### config.mk
export PLATFORM = sky130hd
export DESIGN_NAME = i2s_4bit_stream_rx
export DESIGN_NICKNAME = d
export VERILOG_FILES = /design/src/rtl/a2_stream_pkg.sv /design/src/rtl/stream_rx_fifo.sv /design/src/rtl/i2s_4bit_stream_rx.sv
export SDC_FILE = /design/constraint.sdc
export NUM_CORES = 1
export LEC_CHECK = 0
export BUFFER_PORTS_ARGS = -buffer_cell sky130_fd_sc_hd__buf_2
export CORE_ASPECT_RATIO = 1.75
export CORE_MARGIN = 5
export CORE_UTILIZATION = 53
export DETAILED_ROUTE_END_ITERATION = 8
export PLACE_DENSITY = 0.8
export SLEW_MARGIN = 10
export SYNTH_ARGS = -nofsm -noshare
export SYNTH_HDL_FRONTEND = slang
export SYNTH_SLANG_ARGS = --single-unit
### constraint.sdc
create_clock -name clk -period 3.7 [get_ports clk]
set_input_delay 0.555 -clock clk [delete_from_list [all_inputs] [get_ports clk]]
set_output_delay 0.555 -clock clk [all_outputs]
set_load 0.03 [all_outputs]
### src/rtl/a2_stream_pkg.sv
// Shared definitions for the 4-bit framed stream link (qclk/frame/qdata[3:0]).
// Used by both the receiver and the transmitter so that word size, nibble
// count and the receiver state encoding stay in one place.
package a2_stream_pkg;

    localparam int NIBBLES_PER_WORD = 8;
    localparam int STREAM_WORD_W    = 32;

    typedef logic [3:0]               nibble_t;
    typedef logic [STREAM_WORD_W-1:0] word_t;

    // Receiver word-assembly state
    typedef enum logic {
        IDLE = 1'b0,   // waiting for a frame-marked nibble
        RECV = 1'b1    // collecting nibbles 2..8 of a word
    } rx_state_e;

endpackage

### src/rtl/stream_rx_fifo.sv
// Show-ahead synchronous word FIFO for the stream receiver.
//  clk, rst_n     : clock, asynchronous active-low reset
//  push_i/data_i  : write request and word (dropped when full at start of cycle)
//  pop_i          : consumer ready; pops when the FIFO is not empty
//  data_o/valid_o : head word (0 when empty) and not-empty flag
//  count_o/full_o : occupancy and full flag
//  drop_o         : one-cycle pulse when a push was refused because full
module stream_rx_fifo
    import a2_stream_pkg::*;
#(
    parameter int DEPTH = 32,
    parameter int AW    = $clog2(DEPTH)
) (
    input  logic          clk,
    input  logic          rst_n,
    input  logic          push_i,
    input  word_t         data_i,
    input  logic          pop_i,
    output word_t         data_o,
    output logic          valid_o,
    output logic [AW:0]   count_o,
    output logic          full_o,
    output logic          drop_o
);

    localparam logic [AW:0] DEPTH_C = (AW+1)'(DEPTH);

    // One extra pointer bit distinguishes full from empty; pointers wrap freely.
    logic [AW:0] wr_ptr_q, wr_ptr_d;
    logic [AW:0] rd_ptr_q, rd_ptr_d;
    word_t       mem [DEPTH];

    logic do_push, do_pop;

    assign count_o = wr_ptr_q - rd_ptr_q;
    assign full_o  = (count_o == DEPTH_C);
    assign valid_o = (count_o != '0);

    // Fullness is judged at the start of the cycle, so a same-cycle pop does
    // not make room for the incoming word.
    assign do_push = push_i & ~full_o;
    assign do_pop  = pop_i & valid_o;
    assign drop_o  = push_i & full_o;

    // Contents are undefined after reset; zero the output while empty so the
    // head word reads 0 out of reset and never shows stale data.
    assign data_o = valid_o ? mem[rd_ptr_q[AW-1:0]] : '0;

    always_comb begin
        wr_ptr_d = wr_ptr_q + (AW+1)'(do_push);
        rd_ptr_d = rd_ptr_q + (AW+1)'(do_pop);
    end

    always_ff @(posedge clk or negedge rst_n) begin
        if (!rst_n) begin
            wr_ptr_q <= '0;
            rd_ptr_q <= '0;
        end else begin
            wr_ptr_q <= wr_ptr_d;
            rd_ptr_q <= rd_ptr_d;
        end
    end

    always_ff @(posedge clk) begin
        if (do_push) mem[wr_ptr_q[AW-1:0]] <= data_i;
    end

endmodule

### src/rtl/i2s_4bit_stream_rx.sv
// Receive side of the 4-bit framed stream link.
// Synchronises qclk/frame/qdata into clk, rebuilds 32-bit words from eight
// MSB-first nibbles (frame marks the first nibble) and queues them.
//  clk, rst_n        : system clock (>=4x qclk), asynchronous active-low reset
//  qclk, frame, qdata: link pins, asynchronous to clk
//  m_data/m_valid/m_ready : show-ahead FIFO drain handshake
//  fifo_count/fifo_full   : occupancy
//  overflow, frame_err    : sticky error flags, cleared by clear_err
//  word_cnt               : completed words (written or dropped), wraps
module i2s_4bit_stream_rx
    import a2_stream_pkg::*;
#(
    parameter int FIFO_DEPTH      = 32,
    parameter int FIFO_ADDR_WIDTH = $clog2(FIFO_DEPTH),
    parameter int SYNC_STAGES     = 2
) (
    input  logic                       clk,
    input  logic                       rst_n,
    input  logic                       qclk,
    input  logic                       frame,
    input  logic [3:0]                 qdata,
    output logic [31:0]                m_data,
    output logic                       m_valid,
    input  logic                       m_ready,
    output logic [FIFO_ADDR_WIDTH:0]   fifo_count,
    output logic                       fifo_full,
    output logic                       overflow,
    output logic                       frame_err,
    input  logic                       clear_err,
    output logic [15:0]                word_cnt
);

    // ---------------- synchronisers ----------------
    // All three inputs use the same depth so frame/qdata stay aligned with
    // the qclk edge they were launched against.
    logic [SYNC_STAGES-1:0]      qclk_sync_q;
    logic [SYNC_STAGES-1:0]      frame_sync_q;
    logic [SYNC_STAGES-1:0][3:0] qdata_sync_q;
    logic                        qclk_prev_q;

    always_ff @(posedge clk or negedge rst_n) begin
        if (!rst_n) begin
            qclk_sync_q  <= '0;
            frame_sync_q <= '0;
            qdata_sync_q <= '0;
            qclk_prev_q  <= 1'b0;
        end else begin
            qclk_sync_q  <= {qclk_sync_q[SYNC_STAGES-2:0], qclk};
            frame_sync_q <= {frame_sync_q[SYNC_STAGES-2:0], frame};
            qdata_sync_q <= {qdata_sync_q[SYNC_STAGES-2:0], qdata};
            qclk_prev_q  <= qclk_sync_q[SYNC_STAGES-1];
        end
    end

    logic    qclk_rise;
    logic    frame_s;
    nibble_t qdata_s;

    // Single clk pulse per link clock rising edge.
    assign qclk_rise = qclk_sync_q[SYNC_STAGES-1] & ~qclk_prev_q;
    assign frame_s   = frame_sync_q[SYNC_STAGES-1];
    assign qdata_s   = qdata_sync_q[SYNC_STAGES-1];

    // ---------------- word assembly ----------------
    rx_state_e   state_q, state_d;
    logic [3:0]  nib_cnt_q, nib_cnt_d;
    word_t       shift_q, shift_d;
    logic        push_q, push_d;
    logic [15:0] word_cnt_q, word_cnt_d;
    logic        ferr_set;

    always_comb begin
        state_d    = state_q;
        nib_cnt_d  = nib_cnt_q;
        shift_d    = shift_q;
        push_d     = 1'b0;
        word_cnt_d = word_cnt_q;
        ferr_set   = 1'b0;
        if (qclk_rise) begin
            case (state_q)
                IDLE: begin
                    // Nibbles without frame between words are gap filler.
                    if (frame_s) begin
                        shift_d   = {{(STREAM_WORD_W-4){1'b0}}, qdata_s};
                        nib_cnt_d = 4'd1;
                        state_d   = RECV;
                    end
                end
                RECV: begin
                    if (frame_s) begin
                        // Early frame: drop the partial word, start over here.
                        ferr_set  = 1'b1;
                        shift_d   = {{(STREAM_WORD_W-4){1'b0}}, qdata_s};
                        nib_cnt_d = 4'd1;
                    end else begin
                        shift_d   = {shift_q[STREAM_WORD_W-5:0], qdata_s};
                        nib_cnt_d = nib_cnt_q + 4'd1;
                        if (nib_cnt_q == 4'(NIBBLES_PER_WORD - 1)) begin
                            push_d     = 1'b1;
                            word_cnt_d = word_cnt_q + 16'd1;
                            nib_cnt_d  = 4'd0;
                            state_d    = IDLE;
                        end
                    end
                end
                default: state_d = IDLE;
            endcase
        end
    end

    always_ff @(posedge clk or negedge rst_n) begin
        if (!rst_n) begin
            state_q    <= IDLE;
            nib_cnt_q  <= '0;
            shift_q    <= '0;
            push_q     <= 1'b0;
            word_cnt_q <= '0;
        end else begin
            state_q    <= state_d;
            nib_cnt_q  <= nib_cnt_d;
            shift_q    <= shift_d;
            push_q     <= push_d;
            word_cnt_q <= word_cnt_d;
        end
    end

    // ---------------- FIFO ----------------
    // shift_q holds the finished word for several clk cycles (next qclk rise
    // is >=4 clk away), so it feeds the FIFO directly alongside push_q.
    logic fifo_drop;

    stream_rx_fifo #(
        .DEPTH (FIFO_DEPTH),
        .AW    (FIFO_ADDR_WIDTH)
    ) u_fifo (
        .clk     (clk),
        .rst_n   (rst_n),
        .push_i  (push_q),
        .data_i  (shift_q),
        .pop_i   (m_ready),
        .data_o  (m_data),
        .valid_o (m_valid),
        .count_o (fifo_count),
        .full_o  (fifo_full),
        .drop_o  (fifo_drop)
    );

    // ---------------- sticky flags ----------------
    // A set in the same cycle as clear_err wins.
    logic overflow_q, overflow_d;
    logic frame_err_q, frame_err_d;

    always_comb begin
        overflow_d  = fifo_drop ? 1'b1 : (clear_err ? 1'b0 : overflow_q);
        frame_err_d = ferr_set  ? 1'b1 : (clear_err ? 1'b0 : frame_err_q);
    end

    always_ff @(posedge clk or negedge rst_n) begin
        if (!rst_n) begin
            overflow_q  <= 1'b0;
            frame_err_q <= 1'b0;
        end else begin
            overflow_q  <= overflow_d;
            frame_err_q <= frame_err_d;
        end
    end

    assign overflow  = overflow_q;
    assign frame_err = frame_err_q;
    assign word_cnt  = word_cnt_q;

endmodule

# After elaboration in Yosys (flattened, before gate mapping)

Memories as Yosys holds them, arrays and structs flattened.
Cells that the tools add are included.

Flip-flop bits (word level): 81
Bits in writable memories: 1,024
Input port bits: 10
Output and inout bits: 58
Logic and storage cells: 59
Memories kept: 1

Memories:

| memory     | words | width | read ports | clocked after memory_dff | write ports | RTL line             | RTL |
|---|---|---|---|---|---|---|---|
| u_fifo.mem | 32    | 32    | 1          | 0                        | 1           | stream_rx_fifo.sv:31 | `word_t mem [DEPTH];` |

$add $sub $neg: 5
Equality and inequality tests: 3
Mux-type cells: 23
Bitwise gates (word level): 8
Reduce and logical (&&, ||, !) cells: 5

Operators by type and width:

| operator                | count |
|---|---|
| $mux W32                | 3 |
| $pmux W32 S2            | 1 |
| $add A16 B1 Y16 const B | 1 |
| $mux W1                 | 14 |
| $add A6 B1 Y6           | 2 |
| $mux W4                 | 3 |
| $pmux W4 S2             | 1 |
| $eq A6 B6 Y1 const B    | 1 |
| $reduce_bool A6 Y1      | 1 |
| $sub A6 B6 Y6           | 1 |
| $add A4 B1 Y4 const B   | 1 |
| $and A1 B1 Y1           | 4 |
| $eq A4 B3 Y1 const B    | 1 |
| $not A1 Y1              | 4 |
| $reduce_and A4 Y1       | 1 |
| $reduce_bool A2 Y1      | 2 |
| $ne A2 B2 Y1 const B    | 1 |
| $pmux W1 S2             | 1 |
| $reduce_and A2 Y1       | 1 |

# Logic depth before layout (Yosys ltp)

Gate-level depths: netlist (run 1).

Word-level depth: 6
Depth in mapped cells: 14
Depth with buffers taken out: 12

# Modules after synthesis

A second synthesis (run 1) with hierarchy kept.

Cells, all modules: 2,199
Area total of the unflattened synthesis: 42,919.9 um^2

Modules (own cells, without submodules):

| module             | instances | cells each | area an instance (um^2) |
|---|---|---|---|
| stream_rx_fifo     | 1         | 2,024      | 40,373.7 |
| i2s_4bit_stream_rx | 1         | 175        | 2,546.2 |

# Worst setup path after synthesis (run 1)

No wires, ideal clock.

Kind: reg2reg
From: register u_fifo.rd_ptr_q[1]
To: memory u_fifo.mem[16][0] (netlist bit), enable pin
Setup time: 0.421 ns
Arrival time: 4.121 ns
Required time: 3.279 ns
Slack: -0.842 ns
Cell stages (with the launch flop): 12
Path buffers: 4
Period minus slack after synthesis: 4.542 ns
Cells stage by stage: dfrtp_1 buf_2 buf_2 buf_1 inv_1 ha_1 nand2b_1 a21oi_1 xor2_1 a211oi_4 buf_6 nor2_1

Cells in the longest elaborated chain, start to end: 6

RTL lines:

| what                          | RTL line                 | RTL |
|---|---|---|
| from (decl)                   | stream_rx_fifo.sv:30     | `logic [AW:0] rd_ptr_q, rd_ptr_d;` |
| from (signal assigned)        | stream_rx_fifo.sv:60     | `rd_ptr_q <= rd_ptr_d;` |
| $sub A6 B6 Y6                 | stream_rx_fifo.sv:35     | `assign count_o = wr_ptr_q - rd_ptr_q;` |
| via fifo_count[3]             | i2s_4bit_stream_rx.sv:25 | `output logic [FIFO_ADDR_WIDTH:0] fifo_count,` |
| $eq A6 B6 Y1                  | stream_rx_fifo.sv:36     | `assign full_o = (count_o == DEPTH_C);` |
| via fifo_full                 | i2s_4bit_stream_rx.sv:26 | `output logic fifo_full,` |
| $not A1 Y1                    | stream_rx_fifo.sv:41     | `assign do_push = push_i & ~full_o;` |
| $and A1 B1 Y1                 | stream_rx_fifo.sv:41     |  |
| $mux W1                       | stream_rx_fifo.sv:65     | `if (do_push) mem[wr_ptr_q[AW-1:0]] <= data_i;` |
| $mux W1 (implied by the code) | stream_rx_fifo.sv:65     |  |
| to (decl)                     | stream_rx_fifo.sv:31     |  |

The timed path passes the listed nets, and every way through them passes these cells.

# Final worst setup path (run 1)

From: register u_fifo.rd_ptr_q[0]
To: output port m_data[3]

Cells in the longest elaborated chain, start to end: 3

RTL lines:

| what               | RTL line                 | RTL |
|---|---|---|
| $sub A6 B6 Y6      | stream_rx_fifo.sv:35     |  |
| $reduce_bool A6 Y1 | stream_rx_fifo.sv:37     | `assign valid_o = (count_o != '0);` |
| $mux W32 (*)       | stream_rx_fifo.sv:47     | `assign data_o = valid_o ? mem[rd_ptr_q[AW-1:0]] : '0;` |
| to (decl)          | i2s_4bit_stream_rx.sv:22 | `output logic [31:0] m_data,` |

Mark *: on every way between the ends. The rest lies on a longest branch, timed or not.

==> impl_results.html, run 1 <==
<table>
<tr><th>Metric</th><th>Value</th></tr>
<tr><th colspan="2">Status</th></tr>
<tr><td>Result of the run</td><td>finished, violations left</td></tr>
<tr><td>Violations in the final reports</td><td>setup timing</td></tr>
<tr><th colspan="2">Worst setup path</th></tr>
<tr><td>Kind of critical path</td><td>flop to output port</td></tr>
<tr><td>Worst R2R Setup Slack</td><td>-0.01 ns</td></tr>
<tr><td>Worst endpoint data arrival time</td><td>3.51 ns</td></tr>
<tr><td>Launching element type of the critical path</td><td>flop</td></tr>
<tr><td>Largest driver fanout on the critical path</td><td>6</td></tr>
<tr><td>Required @ worst endpoint</td><td>3.14 ns</td></tr>
<tr><td>Crit end category</td><td>output port</td></tr>
<tr><th colspan="2">Global route</th></tr>
<tr><td>Largest net degree at the start of global routing</td><td>129</td></tr>
<tr><td>Overflow after GRT</td><td>0</td></tr>
<tr><td>Vias in the first global route</td><td>24.3k</td></tr>
<tr><td>Wire length of the first global-routing pass</td><td>168 mm</td></tr>
<tr><td>Aggregate global-route resource usage</td><td>0.269</td></tr>
<tr><td>Antenna violations before repair</td><td>0</td></tr>
<tr><th colspan="2">Timing</th></tr>
<tr><td>Final period util</td><td>1.10</td></tr>
<tr><td>Final setup margin</td><td>-0.367 ns</td></tr>
<tr><td>Number of endpoints with negative hold slack in the final report</td><td>0</td></tr>
<tr><td>Maximum clock rate</td><td>0.246 GHz</td></tr>
<tr><td>Total setup violations reported at the end of the flow</td><td>35</td></tr>
<tr><td>Clock Skews</td><td>0.0313 ns</td></tr>
<tr><td>Fin. max-slew vios</td><td>0</td></tr>
<tr><td>Worst-margin pin slew</td><td>1.33 ns</td></tr>
<tr><td>Slew Limit Headroom</td><td>0.114</td></tr>
<tr><td>Post-layout minimum cycle time</td><td>4.07 ns</td></tr>
<tr><td>Setup repair after global routing missed its margin</td><td>true</td></tr>
<tr><td>Final-layout worst hold slack</td><td>0.326 ns</td></tr>
<tr><th colspan="2">Power</th></tr>
<tr><td>Static leakage power</td><td>0.0165 uW</td></tr>
<tr><td>Total power density per cell area</td><td>736 nW/um2</td></tr>
<tr><td>Internal Pwr Total</td><td>24400 uW</td></tr>
<tr><td>Part of the power in combinational logic</td><td>0.335</td></tr>
<tr><td>Clock share of power</td><td>0.271</td></tr>
<tr><td>Switching portion of total power</td><td>0.329</td></tr>
<tr><td>Maximum resistive drop on vdd</td><td>0.685 mV</td></tr>
<tr><td>Part of the total power dissipated in sequential elements</td><td>0.393</td></tr>
<tr><td>Total net switching power</td><td>12000 uW</td></tr>
<tr><th colspan="2">Placed design</th></tr>
<tr><td>Total of buffers placed on input and output ports</td><td>67</td></tr>
<tr><td>Placed wire-length estimate after detailed placement</td><td>67.8 mm</td></tr>
<tr><td>GP Congestion</td><td>0.940</td></tr>
<tr><td>Post-Place Setup Slack</td><td>-0.0522 ns</td></tr>
<tr><th colspan="2">Synthesis</th></tr>
<tr><td>Number of distinct standard cells referenced by the synthesized netlist</td><td>49</td></tr>
<tr><td>Flops &amp; latches, synth</td><td>1105</td></tr>
<tr><td>Count of mapped cells out of synthesis</td><td>2185</td></tr>
<tr><td>Count of synthesis-stage warnings from yosys</td><td>0</td></tr>
<tr><td>Post-synth net total</td><td>2207</td></tr>
<tr><td>Netlist area before placement</td><td>42700 um2</td></tr>
<tr><td>Proportion of register bits with asynchronous set or reset after synthesis</td><td>0.0733</td></tr>
<tr><td>EDFF count, synth</td><td>1024</td></tr>
<tr><td>Share of synthesized area occupied by flip-flops and latches</td><td>0.768</td></tr>
<tr><td>Syn Area/Cell</td><td>19.5 um2</td></tr>
<tr><td>Most used DFF post-synth</td><td>edfxtp_1</td></tr>
<tr><th colspan="2">Clock tree</th></tr>
<tr><td>Num CTS Buffers</td><td>89</td></tr>
<tr><td>Clk sinks</td><td>1105</td></tr>
<tr><td>Clock transition at the registers of the reported paths</td><td>0.07 ns</td></tr>
<tr><td>TritonCTS clock tree</td><td>built</td></tr>
<tr><td>Clock latency of the later-clocked register in the worst-skew pair</td><td>0.67 ns</td></tr>
<tr><td>Library cell used as clock root buffer</td><td>clkbuf_16</td></tr>
<tr><td>Max Root-Sink Buffers</td><td>3</td></tr>
<tr><td>H-tree Lvls</td><td>3</td></tr>
<tr><th colspan="2">Cells and area</th></tr>
<tr><td>Layout area overhead</td><td>15.7%</td></tr>
<tr><td>N_diodes</td><td>0</td></tr>
<tr><td>Commonest non-fill, non-tap cells in the layout</td><td>edfxtp_1 (1024), mux2_2 (261), mux4_2 (128), o22ai_1 (124), buf_4 (116)</td></tr>
<tr><td>Finished Core Util</td><td>0.618</td></tr>
<tr><td>Total of fill cells in the finished design</td><td>5183</td></tr>
<tr><td>Share of final-layout standard cells stronger than drive strength 1</td><td>0.350</td></tr>
<tr><td>Commonest non-fill, non-tap cell in the layout</td><td>edfxtp_1</td></tr>
<tr><td>Layout Nets</td><td>2390</td></tr>
<tr><th colspan="2">Routing</th></tr>
<tr><td>Number of DRC violations after detailed-routing iteration 0</td><td>3035</td></tr>
<tr><td>Post-route DRC</td><td>0</td></tr>
<tr><td>Via/cell ratio</td><td>6.72</td></tr>
<tr><td>Total routed wirelength</td><td>117 mm</td></tr>
<tr><td>Highest Signal Layer</td><td>met4</td></tr>
<tr><td>Met2 Wirelength</td><td>62.3 mm</td></tr>
<tr><td>Total via count after detailed routing</td><td>23.4k</td></tr>
<tr><td>Met3 Wirelength</td><td>9.34 mm</td></tr>
<tr><td>M1 WL</td><td>36.1 mm</td></tr>
<tr><td>Final routed wire length divided by cell count</td><td>33.7 um</td></tr>
<tr><td>Length of the first detailed-routing pass in iterations</td><td>6</td></tr>
<tr><td>Post-route ant nets</td><td>0</td></tr>
<tr><th colspan="2">Floorplan</th></tr>
<tr><td>Number of placement rows</td><td>137</td></tr>
<tr><td>Effective utilization at floorplan</td><td>0.535</td></tr>
<tr><td>Overall die height</td><td>385 um</td></tr>
<tr><td>Ports placed on the boundary</td><td>68</td></tr>
<tr><td>Width of the die</td><td>225 um</td></tr>
<tr><td>Area of the core</td><td>79900 um2</td></tr>
<tr><td>DIE AREA</td><td>86600 um2</td></tr>
<tr><th colspan="2">Hold path</th></tr>
<tr><td>Class of the tightest hold or removal check</td><td>input port to flop</td></tr>
<tr><th colspan="2">Job</th></tr>
<tr><td>Number of max-capacitance violations reported</td><td>0</td></tr>
</table>
-- repair_timing --
action,CTS,global route
setup endpoints to repair,391,35
endpoints found under the hold margin,30,0
gates resized for setup,92,49
setup buffers,9,9
hold buffers,7,0
pin swaps,2,8
gates cloned,7,0
-- Yosys cell counts, types with 6 or more instances --
cell | instances | area [um2]
mux4_2 | 128 | 2880
buf_6 | 6 | 67.6
edfxtp_1 | 1024 | 30700
nor2_1 | 106 | 398
clkbuf_1 | 60 | 225
inv_1 | 13 | 48.8
a22o_1 | 30 | 263
mux2_2 | 261 | 2940
a31oi_1 | 33 | 206
buf_1 | 13 | 48.8
xnor2_1 | 21 | 184
dfrtp_1 | 81 | 2030
a22oi_1 | 96 | 721
buf_2 | 46 | 230
ha_1 | 11 | 138
and3_1 | 8 | 50.1
nand2_1 | 50 | 188
o22ai_1 | 128 | 801
nand3_1 | 10 | 50.1
-- area by class of cell --
cell class	instances	area (um2)	share of cell area
clock inverters	52	568	0.0115
multi-input cells	941	9960	0.202
inverters	13	51.3	0.00104
well taps	1042	1300	0.0264
flip-flops and latches	1105	32800	0.664
clock buffers	113	2450	0.0496
repair buffers	218	2270	0.0459
-- critical path, cell delays in order, from the launching register on --
cell and delay [ns]:
dfrtp_4 0.52, ha_4 0.18, fa_2 0.55, inv_4 0.06, nor4_4 0.35, mux2i_4 0.14, nor4b_4 0.28, buf_6 0.20
buf_16 0.15, buf_12 0.14, a31oi_1 0.06, buf_4 0.19
-- sequential cells by signal, indices dropped and copies added (netlist names), 4 cells and up --
register	count
u_fifo.rd_ptr_q	6
word_cnt	16
u_fifo.wr_ptr_q	6
nib_cnt_q	4
qdata_sync_q	4
shift_q	32
qdata_s	4
u_fifo.mem	1024
-- metal layers --
| layer | GRT usage | up-vias |
|---|---|---|
| met5 | 0 | - |
| met4 | 0.196 | 0 |
| met3 | 0.0434 | 387 |
| met2 | 0.472 | 1720 |
| met1 | 0.294 | 12028 |
| li1 | - | 9268 |
-- final timing paths --
| path | from | endpoint | depth (start not counted) |
|---|---|---|---|
| worst max register to register | u_fifo.rd_ptr_q[0]$_DFF_PN0_ | u_fifo.rd_ptr_q[4]$_DFF_PN0_ | 16 |
| worst max-delay path | u_fifo.rd_ptr_q[0]$_DFF_PN0_ | m_data[3] | 11 |
| worst min-delay path | clear_err | overflow$_DFFE_PN0P_ | 3 |
| worst min register to register | qdata_sync_q[2]$_DFF_PN0_ | qdata_s[2]$_DFF_PN0_ | 0 |
| max in group asynchronous | rst_n | shift_q[25]$_DFFE_PN0P_ | 3 |
| min in group asynchronous | rst_n | qdata_sync_q[1]$_DFF_PN0_ | 2 |
-- power by group through the flow --
stage	logic [uW]	registers, uW	clock network (uW)
2_1_floorplan	6490	14400	0
3_3_place_gp	10300	14500	0
3_5_place_dp	10500	14600	0
4_1_cts	11600	14300	9890
5_1_grt	12600	14300	10500
6_report	12200	14300	9870
-- metrics by stage --
step | power (uW) | instance area [um2] | instances | TNS, ns
2_1_floorplan | 20900 | 42800 | 2185 | -209.06
3_3_place_gp | 24800 | 45200 | 3283 | 0
3_5_place_dp | 25000 | 45200 | 3283 | -1.95
4_1_cts | 35800 | 49000 | 3471 | -6.73
5_1_grt | 37300 | 49400 | 3484 | -10.51
6_report | 36400 | 49400 | 3484 | -8.65
-- kinds of logic (layout without fill, tap and decap cells) --
group                      count (synthesis)  count (layout)  share of synthesized area
buffers and inverters                    139             396                     0.0147
xor gates and xnor gates                  27              27                    0.00571
and+or+nand+nor                          208             208                     0.0219
DFF                                     1105            1105                      0.768
muxes                                    390             390                      0.137
adders and majority gates                 12              12                    0.00369
AOI/OAI and AO/OA                        304             304                     0.0499
No activity file was read; power rests on OpenSTA's default activity.
==> run 2, diff against run 1 <==
--- a/config.mk
+++ b/config.mk
@@ -10,7 +10,8 @@
 export CORE_MARGIN = 5
 export CORE_UTILIZATION = 53
 export DETAILED_ROUTE_END_ITERATION = 8
-export PLACE_DENSITY = 0.8
+export PLACE_DENSITY = 0.77
+export SKIP_LAST_GASP = 1
 export SLEW_MARGIN = 10
 export SYNTH_ARGS = -nofsm -noshare
 export SYNTH_HDL_FRONTEND = slang
==> constraint.sdc (replaced) <==
create_clock -name clk -period 4.05 [get_ports clk]
set_input_delay 0.6075 -clock clk [delete_from_list [all_inputs] [get_ports clk]]
set_output_delay 0.6075 -clock clk [all_outputs]
set_load 0.03 [all_outputs]
==> run 2 against run 1 <==
  * The run now ends clean
  * Sequential share of layout area rose by 1.5 points
  * Clock skew barely moved
  * Sequential power is 9.8% lower
  * Final area down 2.2%
  * Core utilization down 1.4 points
  * Non-clock buffer count is 47 lower
  * Via count decreased by 4.9%
  * Cell count fell by 1.3%
  * Setup slack improved by 0.37 ns
  * Clock power decreased by 9.7%
==> impl_results.html, run 2 (same netlist as run 1, synthesis figures left out) <==
<table>
<tr><th>Metric</th><th>Value</th></tr>
<tr><th colspan="2">Status</th></tr>
<tr><td>Result of the run</td><td>finished clean</td></tr>
<tr><th colspan="2">Floorplan</th></tr>
<tr><td>Effective utilization at floorplan</td><td>0.535 (unchanged)</td></tr>
<tr><td>Area of the core</td><td>79900 um2 (unchanged)</td></tr>
<tr><td>Overall die height</td><td>385 um (unchanged)</td></tr>
<tr><td>Number of placement rows</td><td>137 (unchanged)</td></tr>
<tr><td>DIE AREA</td><td>86600 um2 (unchanged)</td></tr>
<tr><td>Width of the die</td><td>225 um (unchanged)</td></tr>
<tr><td>Ports placed on the boundary</td><td>68 (unchanged)</td></tr>
<tr><th colspan="2">Timing</th></tr>
<tr><td>Total setup violations reported at the end of the flow</td><td>0 (-100%)</td></tr>
<tr><td>Post-layout minimum cycle time</td><td>4.05 ns</td></tr>
<tr><td>Final period util</td><td>0.999</td></tr>
<tr><td>Slew Limit Headroom</td><td>0.110 (-0.00480)</td></tr>
<tr><td>Setup_tns</td><td>0 ns (+8.65 ns)</td></tr>
<tr><td>Worst-margin pin slew</td><td>1.34 ns (+0.00720 ns)</td></tr>
<tr><td>Final setup margin</td><td>0.00433 ns (+0.371 ns)</td></tr>
<tr><td>Number of endpoints with negative hold slack in the final report</td><td>0 (unchanged)</td></tr>
<tr><td>Setup repair after global routing missed its margin</td><td>true</td></tr>
<tr><td>Fin. max-slew vios</td><td>0 (unchanged)</td></tr>
<tr><td>Clock Skews</td><td>0.0312 ns (-0.000177 ns)</td></tr>
<tr><td>Maximum clock rate</td><td>0.247 GHz</td></tr>
<tr><th colspan="2">Routing</th></tr>
<tr><td>Post-route ant nets</td><td>0 (unchanged)</td></tr>
<tr><td>Final routed wire length divided by cell count</td><td>31.9 um (-5.1%)</td></tr>
<tr><td>Post-route DRC</td><td>0 (unchanged)</td></tr>
<tr><td>Total via count after detailed routing</td><td>22.2k (-4.9%)</td></tr>
<tr><td>Length of the first detailed-routing pass in iterations</td><td>7 (+1)</td></tr>
<tr><td>Via/cell ratio</td><td>6.47 (-3.7%)</td></tr>
<tr><td>Number of DRC violations after detailed-routing iteration 0</td><td>2333 (-23%)</td></tr>
<tr><td>Total routed wirelength</td><td>110 mm (-6.4%)</td></tr>
<tr><th colspan="2">Worst setup path</th></tr>
<tr><td>Buffers &amp; Inverters on Critical Path</td><td>3 (-2)</td></tr>
<tr><td>Worst endpoint data arrival time</td><td>3.44 ns (-0.07 ns)</td></tr>
<tr><td>Launching element type of the critical path</td><td>flop</td></tr>
<tr><td>Kind of critical path</td><td>flop to output port</td></tr>
<tr><td>Largest stage delay on the critical path</td><td>0.54 ns (about the same)</td></tr>
<tr><td>Cell-by-cell listing of the critical path</td><td>ha_4, fa_2, xnor2_4, nor4_2, mux2i_2, nor4b_4, buf_12, buf_6, a31oi_1, buf_4</td></tr>
<tr><td>Largest delay contributor family on the critical path</td><td>simple AND/OR/NAND/NOR gates</td></tr>
<tr><td>Largest driver fanout on the critical path</td><td>10 (+4)</td></tr>
<tr><td>Crit end category</td><td>output port</td></tr>
<tr><td>CP max stage cell</td><td>dfrtp_4</td></tr>
<tr><td>Required @ worst endpoint</td><td>3.44 ns (+0.30 ns)</td></tr>
<tr><th colspan="2">Power</th></tr>
<tr><td>Total net switching power</td><td>10500 uW (-12%)</td></tr>
<tr><td>Part of the power in combinational logic</td><td>0.318 (-0.017)</td></tr>
<tr><td>Internal Pwr Total</td><td>21500 uW (-12%)</td></tr>
<tr><td>Maximum resistive drop on vdd</td><td>0.728 mV (+6.4%)</td></tr>
<tr><td>Total power density per cell area</td><td>662 nW/um2 (-10%)</td></tr>
<tr><td>Switching portion of total power</td><td>0.329 (-0.000645)</td></tr>
<tr><td>Clock share of power</td><td>0.279 (+0.008)</td></tr>
<tr><td>Static leakage power</td><td>0.0161 uW (-2.4%)</td></tr>
<tr><td>Part of the total power dissipated in sequential elements</td><td>0.404 (+0.011)</td></tr>
<tr><th colspan="2">Cells and area</th></tr>
<tr><td>Commonest non-fill, non-tap cells in the layout</td><td>edfxtp_1 (1024), mux2_2 (261), mux4_2 (128), o22ai_1 (128), buf_4 (100)</td></tr>
<tr><td>Layout area overhead</td><td>13.1%</td></tr>
<tr><td>Flip-flop count of the largest register after layout</td><td>1024 (unchanged)</td></tr>
<tr><td>Layout Nets</td><td>2343 (-2.0%)</td></tr>
<tr><td>Finished Core Util</td><td>0.605 (-0.0138)</td></tr>
<tr><td>N_diodes</td><td>0 (unchanged)</td></tr>
<tr><td>Share of final-layout standard cells stronger than drive strength 1</td><td>0.326 (-0.0242)</td></tr>
<tr><td>Commonest non-fill, non-tap cell in the layout</td><td>edfxtp_1</td></tr>
<tr><th colspan="2">Clock tree</th></tr>
<tr><td>Clk sinks</td><td>1105 (unchanged)</td></tr>
<tr><td>H-tree Lvls</td><td>3 (unchanged)</td></tr>
<tr><td>TritonCTS clock tree</td><td>built</td></tr>
<tr><td>Clock transition at the registers of the reported paths</td><td>0.07 ns (about the same)</td></tr>
<tr><td>Clock latency of the later-clocked register in the worst-skew pair</td><td>0.68 ns (about the same)</td></tr>
<tr><td>Num CTS Buffers</td><td>89 (unchanged)</td></tr>
<tr><td>Max Root-Sink Buffers</td><td>3 (unchanged)</td></tr>
<tr><td>Library cell used as clock root buffer</td><td>clkbuf_16</td></tr>
<tr><th colspan="2">Global route</th></tr>
<tr><td>Antenna violations before repair</td><td>1 (+1)</td></tr>
<tr><td>Met2 demand-to-capacity share in global routing</td><td>0.427 (-0.0450)</td></tr>
<tr><td>Wire length of the first global-routing pass</td><td>155 mm (-7.5%)</td></tr>
<tr><td>Aggregate global-route resource usage</td><td>0.247 (-0.0215)</td></tr>
<tr><td>Overflow after GRT</td><td>0 (unchanged)</td></tr>
<tr><td>Global routing usage on met3</td><td>0.0342 (-0.00920)</td></tr>
<tr><td>Vias in the first global route</td><td>22.6k (-6.8%)</td></tr>
<tr><td>Met1 global-route usage</td><td>0.284 (-0.00996)</td></tr>
<tr><td>Most Used Layer, Global Route</td><td>met2</td></tr>
<tr><td>Largest net degree at the start of global routing</td><td>130 (+0.78%)</td></tr>
<tr><th colspan="2">Placed design</th></tr>
<tr><td>Placed wire-length estimate after detailed placement</td><td>65.4 mm (-3.7%)</td></tr>
<tr><td>GP Congestion</td><td>0.876 (-6.7%)</td></tr>
<tr><td>Total of buffers placed on input and output ports</td><td>67 (unchanged)</td></tr>
<tr><td>Post-Place Setup Slack</td><td>0.334 ns (+0.387 ns)</td></tr>
<tr><th colspan="2">Hold path</th></tr>
<tr><td>Class of the tightest hold or removal check</td><td>input port to asynchronous set/reset pin</td></tr>
<tr><th colspan="2">Job</th></tr>
<tr><td>Number of max-capacitance violations reported</td><td>0 (unchanged)</td></tr>
</table>
==> run 2: cell types whose count changed in the layout (fill, tap and decap cells not counted), moves of 6 or more <==
cell and delta:
buf_2 +15, a22oi_1 +7, buf_6 -15, dfrtp_1 +10
a22oi_2 -7, dfrtp_2 -10, buf_4 -16, dlygate4sd3_1 -7
buf_12 -17, buf_16 -6, a31oi_1 +10
==> run 2: power groups by stage <==
stage,combinational [uW],clock (uW),sequential [uW]
after floorplan,5920,0,13200
after global routing,10500,9470,12900
final,10200,8910,12900
after CTS,9590,8970,12900
after global placement,9400,0,13100
after detailed placement,9500,0,13200
==> run 2: final cells by class <==
cell class              count  area (um2)
inverters                  13        48.8
repair buffers            171        1430
well taps                1042        1300
fillers                  5461       31600
clock buffers             112        2390
multi-input cells         941        9740
flip-flops and latches   1105       32800
clock inverters            54         597
==> run 2: final timing paths <==
path | slack, ns | to | from | cells after the start
worst max-delay path | 0.004 | m_data[25] | u_fifo.rd_ptr_q[0]$_DFF_PN0_ | 10
worst min-delay path | 0.03 | qdata_sync_q[3]$_DFF_PN0_ | rst_n | 1
worst max register to register | 0.40 | u_fifo.mem[16][11]$_DFFE_PP_ | u_fifo.rd_ptr_q[0]$_DFF_PN0_ | 9
worst min register to register | 0.35 | qdata_s[2]$_DFF_PN0_ | qdata_sync_q[2]$_DFF_PN0_ | 0
max in group asynchronous | 3.09 | shift_q[19]$_DFFE_PN0P_ | rst_n | 2
min in group clk | 0.04 | qdata_sync_q[0]$_DFF_PN0_ | qdata[0] | 1
==> run 2: through the flow <==
| stage | power, uW | std cells | hold slack (ns) | cell area [um2] |
|---|---|---|---|---|
| detailed placement | 22600 | 3261 | 0.336 | 44900 |
| finish | 32000 | 3438 | 0.0336 | 48300 |
| CTS | 31500 | 3427 | 0.0163 | 47900 |
| global route | 32900 | 3438 | 0.0281 | 48300 |
| floorplan | 19100 | 2185 | 0.312 | 42700 |
| global placement | 22500 | 3261 | 0.333 | 44900 |
==> run 2: repair_timing <==
action	in CTS	in global routing
hold buffers	0	0
pin swaps	0	3
endpoints found under the setup margin	22	33
buffers inserted	0	6
resized for setup	5	72
hold endpoints to repair	0	0
gates cloned	0	5
==> run 2: layer usage <==
layer / wire, um / share of wire / up-vias
met1: 35400 / 0.32 / 11436
met2: 56800 / 0.52 / 1301
met3: 7460 / 0.068 / 338
met4: 10100 / 0.092 / 0
met5: 0 / 0 / -
li1: - / - / 9173
